### src/rtl/pix_group_edg_adapter_if.sv
// Bus bundle for the pixel-group edge adapter: packed word stream in, one
// pixel per cycle to and from the processor, and the repacked word out.
interface pix_group_edg_adapter_if #(
    parameter int CW  = 6,
    parameter int PPW = 2
);
    logic [PPW*3*CW-1:0] in_word;
    logic                in_valid;
    logic                in_ready;
    logic                bypass;
    logic [23:0]         pix_out;
    logic                pix_out_valid;
    logic [23:0]         pix_in;
    logic [PPW*3*CW-1:0] out_word;
    logic                out_valid;

    // Adapter side.
    modport slave (
        input  in_word, in_valid, bypass, pix_in,
        output in_ready, pix_out, pix_out_valid, out_word, out_valid
    );

    // Environment side: word source, processor and word sink.
    modport master (
        output in_word, in_valid, bypass, pix_in,
        input  in_ready, pix_out, pix_out_valid, out_word, out_valid
    );
endinterface

### src/rtl/pix_group_edg_adapter.sv
// Pixel-group adapter around a fixed-latency pixel processor.
// Accepts words of PPW packed pixels (CW bits per channel), expands each
// pixel to 24-bit RGB and launches one per cycle; processed (or bypassed)
// pixels are truncated back to CW bits and repacked into out_word.
module pix_group_edg_adapter #(
    parameter int CW       = 6,
    parameter int PPW      = 2,
    parameter int PROC_LAT = 2
) (
    input  logic                     clk,
    input  logic                     reset,
    pix_group_edg_adapter_if.slave   bus
);
    localparam int PW = 3 * CW;
    localparam int WW = PPW * PW;
    localparam int IW = (PPW > 1) ? $clog2(PPW) : 1;
    localparam logic [IW-1:0] LAST = IW'(PPW - 1);

    typedef enum logic {IDLE, SEND} state_t;

    // Channel expansion: left-justify each CW-bit channel in 8 bits.
    function automatic logic [23:0] expand(input logic [PW-1:0] p);
        logic [7:0] r, g, b;
        r = 8'(p[3*CW-1 -: CW]) << (8 - CW);
        g = 8'(p[2*CW-1 -: CW]) << (8 - CW);
        b = 8'(p[CW-1   -: CW]) << (8 - CW);
        return {r, g, b};
    endfunction

    // Channel truncation: keep the top CW bits of each 8-bit channel.
    function automatic logic [PW-1:0] truncate(input logic [23:0] p);
        return {p[23 -: CW], p[15 -: CW], p[7 -: CW]};
    endfunction

    function automatic logic [PW-1:0] pixel_of(input logic [WW-1:0] w,
                                               input logic [IW-1:0] k);
        return w[int'(k)*PW +: PW];
    endfunction

    // ---------------- serializer ----------------
    state_t          state;
    logic [IW-1:0]   idx;
    logic [WW-1:0]   word_q;
    logic            run_q;
    logic [23:0]     pix_out_q;
    logic            pix_out_valid_q;
    logic            in_ready;
    logic            accept;

    // run_q is low throughout reset and the reset cycle itself, so in_ready
    // stays 0 until the first edge after release.
    assign in_ready = run_q & ((state == IDLE) | ((state == SEND) & (idx == LAST)));
    assign accept   = bus.in_valid & in_ready;

    // Serializer FSM: capture a word, then present one expanded pixel per cycle.
    always_ff @(posedge clk) begin
        // NOTE: sequential state uses non-blocking assignments so every register
        // samples the pre-edge values, independent of statement order.
        if (!reset) begin
            state           <= IDLE;
            idx             <= '0;
            word_q          <= '0;
            run_q           <= 1'b0;
            pix_out_q       <= '0;
            pix_out_valid_q <= 1'b0;
        end else begin
            run_q <= 1'b1;
            if (accept) begin
                // New word: pixel 0 goes out straight away, no bubble after the last pixel.
                word_q          <= bus.in_word;
                idx             <= '0;
                state           <= SEND;
                pix_out_q       <= expand(bus.in_word[PW-1:0]);
                pix_out_valid_q <= 1'b1;
            end else if (state == SEND && idx != LAST) begin
                idx       <= idx + 1'b1;
                pix_out_q <= expand(pixel_of(word_q, idx + 1'b1));
            end else begin
                state           <= IDLE;
                pix_out_valid_q <= 1'b0;
            end
        end
    end

    assign bus.in_ready      = in_ready;
    assign bus.pix_out       = pix_out_q;
    assign bus.pix_out_valid = pix_out_valid_q;

    // ---------------- return delay line ----------------
    logic        dl_valid  [PROC_LAT];
    logic        dl_bypass [PROC_LAT];
    logic [23:0] dl_pix    [PROC_LAT];

    // Delay line tracks each launched pixel and its bypass flag until pix_in returns.
    always_ff @(posedge clk) begin
        // NOTE: this small register array is reset explicitly so no stale valid
        // bit from before reset can reach the collector.
        if (!reset) begin
            for (int i = 0; i < PROC_LAT; i++) begin
                dl_valid[i]  <= 1'b0;
                dl_bypass[i] <= 1'b0;
                dl_pix[i]    <= '0;
            end
        end else begin
            dl_valid[0]  <= pix_out_valid_q;
            dl_bypass[0] <= bus.bypass;
            dl_pix[0]    <= pix_out_q;
            for (int i = 1; i < PROC_LAT; i++) begin
                dl_valid[i]  <= dl_valid[i-1];
                dl_bypass[i] <= dl_bypass[i-1];
                dl_pix[i]    <= dl_pix[i-1];
            end
        end
    end

    // ---------------- collector ----------------
    logic [IW-1:0] col_idx;
    logic [WW-1:0] slot_q;
    logic [WW-1:0] slot_next;
    logic [PW-1:0] ret_pix;
    logic [WW-1:0] out_word_q;
    logic          out_valid_q;

    // Select the returning pixel and merge it into its slot.
    always_comb begin
        // NOTE: slot_next is given a full default before the partial update so
        // no latch is inferred.
        slot_next = slot_q;
        ret_pix   = truncate(dl_bypass[PROC_LAT-1] ? dl_pix[PROC_LAT-1] : bus.pix_in);
        slot_next[int'(col_idx)*PW +: PW] = ret_pix;
    end

    // Collector: store returning pixels, publish the word on the last slot.
    always_ff @(posedge clk) begin
        if (!reset) begin
            col_idx     <= '0;
            slot_q      <= '0;
            out_word_q  <= '0;
            out_valid_q <= 1'b0;
        end else begin
            out_valid_q <= 1'b0;
            if (dl_valid[PROC_LAT-1]) begin
                slot_q <= slot_next;
                if (col_idx == LAST) begin
                    out_word_q  <= slot_next;
                    out_valid_q <= 1'b1;
                    col_idx     <= '0;
                end else begin
                    col_idx <= col_idx + 1'b1;
                end
            end
        end
    end

    assign bus.out_word  = out_word_q;
    assign bus.out_valid = out_valid_q;
endmodule
### src/flat_wrapper.sv
// flat-port wrapper written by rule: the top's interface ports become plain ports
module pix_group_edg_adapter_flat 
#(
    parameter int CW       = 6,
    parameter int PPW      = 2,
    parameter int PROC_LAT = 2
)
  (clk, reset, bus_in_word, bus_in_valid, bus_bypass, bus_pix_in, bus_in_ready, bus_pix_out, bus_pix_out_valid, bus_out_word, bus_out_valid);
  pix_group_edg_adapter_if #(.CW(CW), .PPW(PPW)) bus_i ();
  input  logic clk;
  input  logic reset;
  input wire logic [$bits(bus_i.in_word)-1:0] bus_in_word;
  input wire logic [$bits(bus_i.in_valid)-1:0] bus_in_valid;
  input wire logic [$bits(bus_i.bypass)-1:0] bus_bypass;
  input wire logic [$bits(bus_i.pix_in)-1:0] bus_pix_in;
  output wire logic [$bits(bus_i.in_ready)-1:0] bus_in_ready;
  output wire logic [$bits(bus_i.pix_out)-1:0] bus_pix_out;
  output wire logic [$bits(bus_i.pix_out_valid)-1:0] bus_pix_out_valid;
  output wire logic [$bits(bus_i.out_word)-1:0] bus_out_word;
  output wire logic [$bits(bus_i.out_valid)-1:0] bus_out_valid;
  assign bus_i.in_word = bus_in_word;
  assign bus_i.in_valid = bus_in_valid;
  assign bus_i.bypass = bus_bypass;
  assign bus_i.pix_in = bus_pix_in;
  assign bus_in_ready = bus_i.in_ready;
  assign bus_pix_out = bus_i.pix_out;
  assign bus_pix_out_valid = bus_i.pix_out_valid;
  assign bus_out_word = bus_i.out_word;
  assign bus_out_valid = bus_i.out_valid;
  pix_group_edg_adapter #(.CW(CW), .PPW(PPW), .PROC_LAT(PROC_LAT)) u_core (.clk(clk), .reset(reset), .bus(bus_i));
endmodule
### config.mk
export PLATFORM = sky130hd
export DESIGN_NAME = pix_group_edg_adapter_flat
export DESIGN_NICKNAME = d
export VERILOG_FILES = /design/src/rtl/pix_group_edg_adapter_if.sv /design/src/rtl/pix_group_edg_adapter.sv /design/src/flat_wrapper.sv
export SDC_FILE = /design/constraint.sdc
export NUM_CORES = 1
export LEC_CHECK = 0
export CAP_MARGIN = 40
export CORE_MARGIN = 4
export CORE_UTILIZATION = 49
export CTS_CLUSTER_SIZE = 10
export DETAILED_ROUTE_END_ITERATION = 12
export DONT_BUFFER_PORTS = 1
export PLACE_DENSITY = 0.69
export SLEW_MARGIN = 0
export SYNTH_ARGS = -nofsm -noshare
export SYNTH_HDL_FRONTEND = slang
export SYNTH_SLANG_ARGS = --single-unit
### constraint.sdc
create_clock -name clk -period 3.6 [get_ports clk]
set_input_delay 0.72 -clock clk [delete_from_list [all_inputs] [get_ports clk]]
set_output_delay 0.72 -clock clk [all_outputs]
set_load 0.01 [all_outputs]
==> impl_metrics.ini <==
[global_routing]
first_global_vias = 3002
grt_max_degree = 101
grt_use_total = 0.167
grt_antenna_before_repair = 0
grt_pass1_wl_mm = 15.4
grt-ovfl-total = 0

[finish]
syn2layout_area_growth_pct = 12.0
fin_nets = 520
postLayoutCoreUtil = 0.575
antenna_cells = 0
fillerInstances = 830
drive_gt1_frac = 0.124

[logic_synthesis]
avgSynthCellArea_um2 = 10.2
netlist_top_cells_count = dfxtp_1, nand2_1, and2_1
synth_most_common_cell = dfxtp_1
synth_async_sr_flop_share = 0
synth.cell_area_um2 = 4830
synth_edf_count = 0
ys_top_cells_by_area = dfxtp_1, and2_1, nand2_1
synth_cells = 474
synth_largest_area_cell = dfxtp_1
yosysWarnings = 0
synth_seq_cells = 135
synth_seq_area_share = 0.559
yosysTopAreaCellShare = 0.559
yosysUniqueCellTypes = 29
synth_flop_cell = dfxtp_1

[cts]
clock_path_buffers = 2
cts_hold_buf = 0
cts_buffers = 17
clockRootBuffer = clkbuf_8
cts_resized = 0
htreeDepth = 4
worstSkewPairLatency_ns = 0.50
post_cts.repair.setup_buffers = 0
cts_sinks = 135
cts_tree = done
clk_pin_slew_ns = 0.06

[power_and_ir_drop]
pwr-share-seq = 0.475
p_int_mw = 2.62
leakagePower_nw = 2.39
peakVddDrop_mv = 0.259
p_per_area_nw_per_um2 = 619
power_switching_mw = 0.738
swShare = 0.220
clock_power_share = 0.480
combPwrFrac = 0.045

[worst_hold_path]
hp-start = reset
worstHoldEndpoint = u_core.run_q
min_path_cells = 0
hold_path.class = input pin to flip-flop

[die]
start_util = 0.513
rows = 35
core_um2 = 9420
pin_count = 127
fp.dieH_um = 107
die_x_um = 107
dieArea_um2 = 11500

[setup_path]
r2r_start = u_core.bus.pix_out_valid
rr_worst_depth = 4
path_class = flip-flop to primary output
crit_chain = nand2b_2 > buf_4 > and2_1
end_kind = primary output
r2r-end = u_core.word_q[34]
cp_max_fo = 56
rrSetupSlack_ns = 2.02
critPathMaxStageDelay_ns = 0.42
cp-start-kind = flip-flop
critical_path_arrival_ns = 1.65
crit_path_top_delay_cell = buf_4
cp.required_ns = 2.88

[timing]
drv_slew = 0
tightest_slew_ns = 0.692
setup_ws_ns = 1.23
timing.fmax_mhz = 422
setup_viol = 0
finalHoldViolCount = 0
slew_headroom = 0.538
final.setup.tns_ns = 0
finClkSkew_ns = 0.0144
finalCritPeriodShare = 0.659
fin_crit_ns = 2.37
rsz0062_at_grt = false

[routing]
drt_first_iter_violations = 105
firstDrtPassIters = 4
drtAntennaViolNets = 0
routedWlPerCell_um = 15.7
drc = 0
wl_mm = 9.36
dr_total_vias = 3113
viasPerCell = 5.21

[flow_run]
cap_violations = 0

[placement]
dpl.hpwl_mm = 6.41
pre_cts_slack_ns = 1.74
portBuffers = 0
gp_congestion = 0.754

[status]
status = complete, no violations
==> routing by layer <==
metal | track usage | share of wire | up-vias
li1 | - | - | 1586
met1 | 0.212 | 0.46 | 1425
met2 | 0.254 | 0.47 | 97
met3 | 0.0690 | 0.068 | 5
met4 | 0.0604 | 0.0044 | 0
met5 | 0 | 0 | -
==> power groups by stage <==
stage	Sequential, mW	Combinational [mW]	Clock (mW)
after floorplan	1.61	0.144	0
after global placement	1.63	0.129	0
after detailed placement	1.63	0.150	0
after CTS	1.59	0.151	1.65
after global routing	1.60	0.169	1.71
final	1.59	0.149	1.61
==> placed cells by master (no fill, tap or decap), types with 4 or more instances in the layout <==
cell	instances
o211a_1	18
a22o_2	4
a21o_1	18
dfxtp_1	135
nand2_1	55
mux2i_1	18
o21ai_1	25
o21ai_0	11
clkinv_2	5
clkbuf_16	16
nor2_2	10
nand3_1	18
a21boi_1	19
a31oi_1	18
and2_1	42
nor2_1	8
conb_1	6
a22o_1	14
==> final cells by class <==
type,count,area [µm²],area share
Tap cell,129,161,0.0298
Inverter,1,6.26,0.00116
Multi-Input combinational cell,293,1850,0.341
Sequential cell,135,2700,0.499
Clock inverter,12,126,0.0233
Timing Repair Buffer,8,139,0.0256
Clock buffer,19,432,0.0797
==> logic make-up after synthesis <==
| family | after synthesis | synth area share |
|---|---|---|
| multiplexers | 18 | 0.0373 |
| AND/OR/NAND/NOR | 139 | 0.144 |
| flip-flops | 135 | 0.559 |
| buffers and inverters | 51 | 0.0637 |
| other | 1 | 0.000776 |
| AO/OA/AOI/OAI | 130 | 0.195 |
==> worst max path at each step <==
stage,from,to,slack (ns),depth (start not counted)
floorplan,u_core.bus.pix_out_valid,bus_in_ready,1.93,4
global placement,bus_in_valid,u_core.word_q[31],1.53,3
detailed placement,u_core.bus.pix_out_valid,bus_in_ready,1.74,3
CTS,u_core.bus.pix_out_valid,bus_in_ready,1.19,3
global route,u_core.bus.pix_out_valid,bus_in_ready,1.07,3
finish,u_core.bus.pix_out_valid,bus_in_ready,1.23,3
==> critical path, delay by kind of cell (launching register included) <==
family                 cells  cell delay, ns
buffers and inverters      1            0.42
DFF                        1            0.37
and+or+nand+nor            2            0.35
==> sequential cells by signal (all words and copies together), names as in the netlist <==
register and flops:
u_core.dl_pix 36, u_core.bus.pix_out 18, u_core.word_q 18, u_core.dl_bypass 2, u_core.slot_q 18, u_core.col_idx 1, u_core.bus.out_valid 1, u_core.idx 1
u_core.bus.out_word 36, u_core.dl_valid 2, u_core.bus.pix_out_valid 1, u_core.run_q 1
==> metrics by stage <==
step	power [mW]	std cells	hold slack [ns]	area, µm²
floorplan	1.76	479	0.412	4850
global placement	1.76	560	0.416	4730
detailed placement	1.78	566	0.421	4860
CTS	3.40	597	0.220	5420
global route	3.48	597	0.212	5420
finish	3.35	597	0.244	5420
No activity file was read; power rests on OpenSTA's default activity.
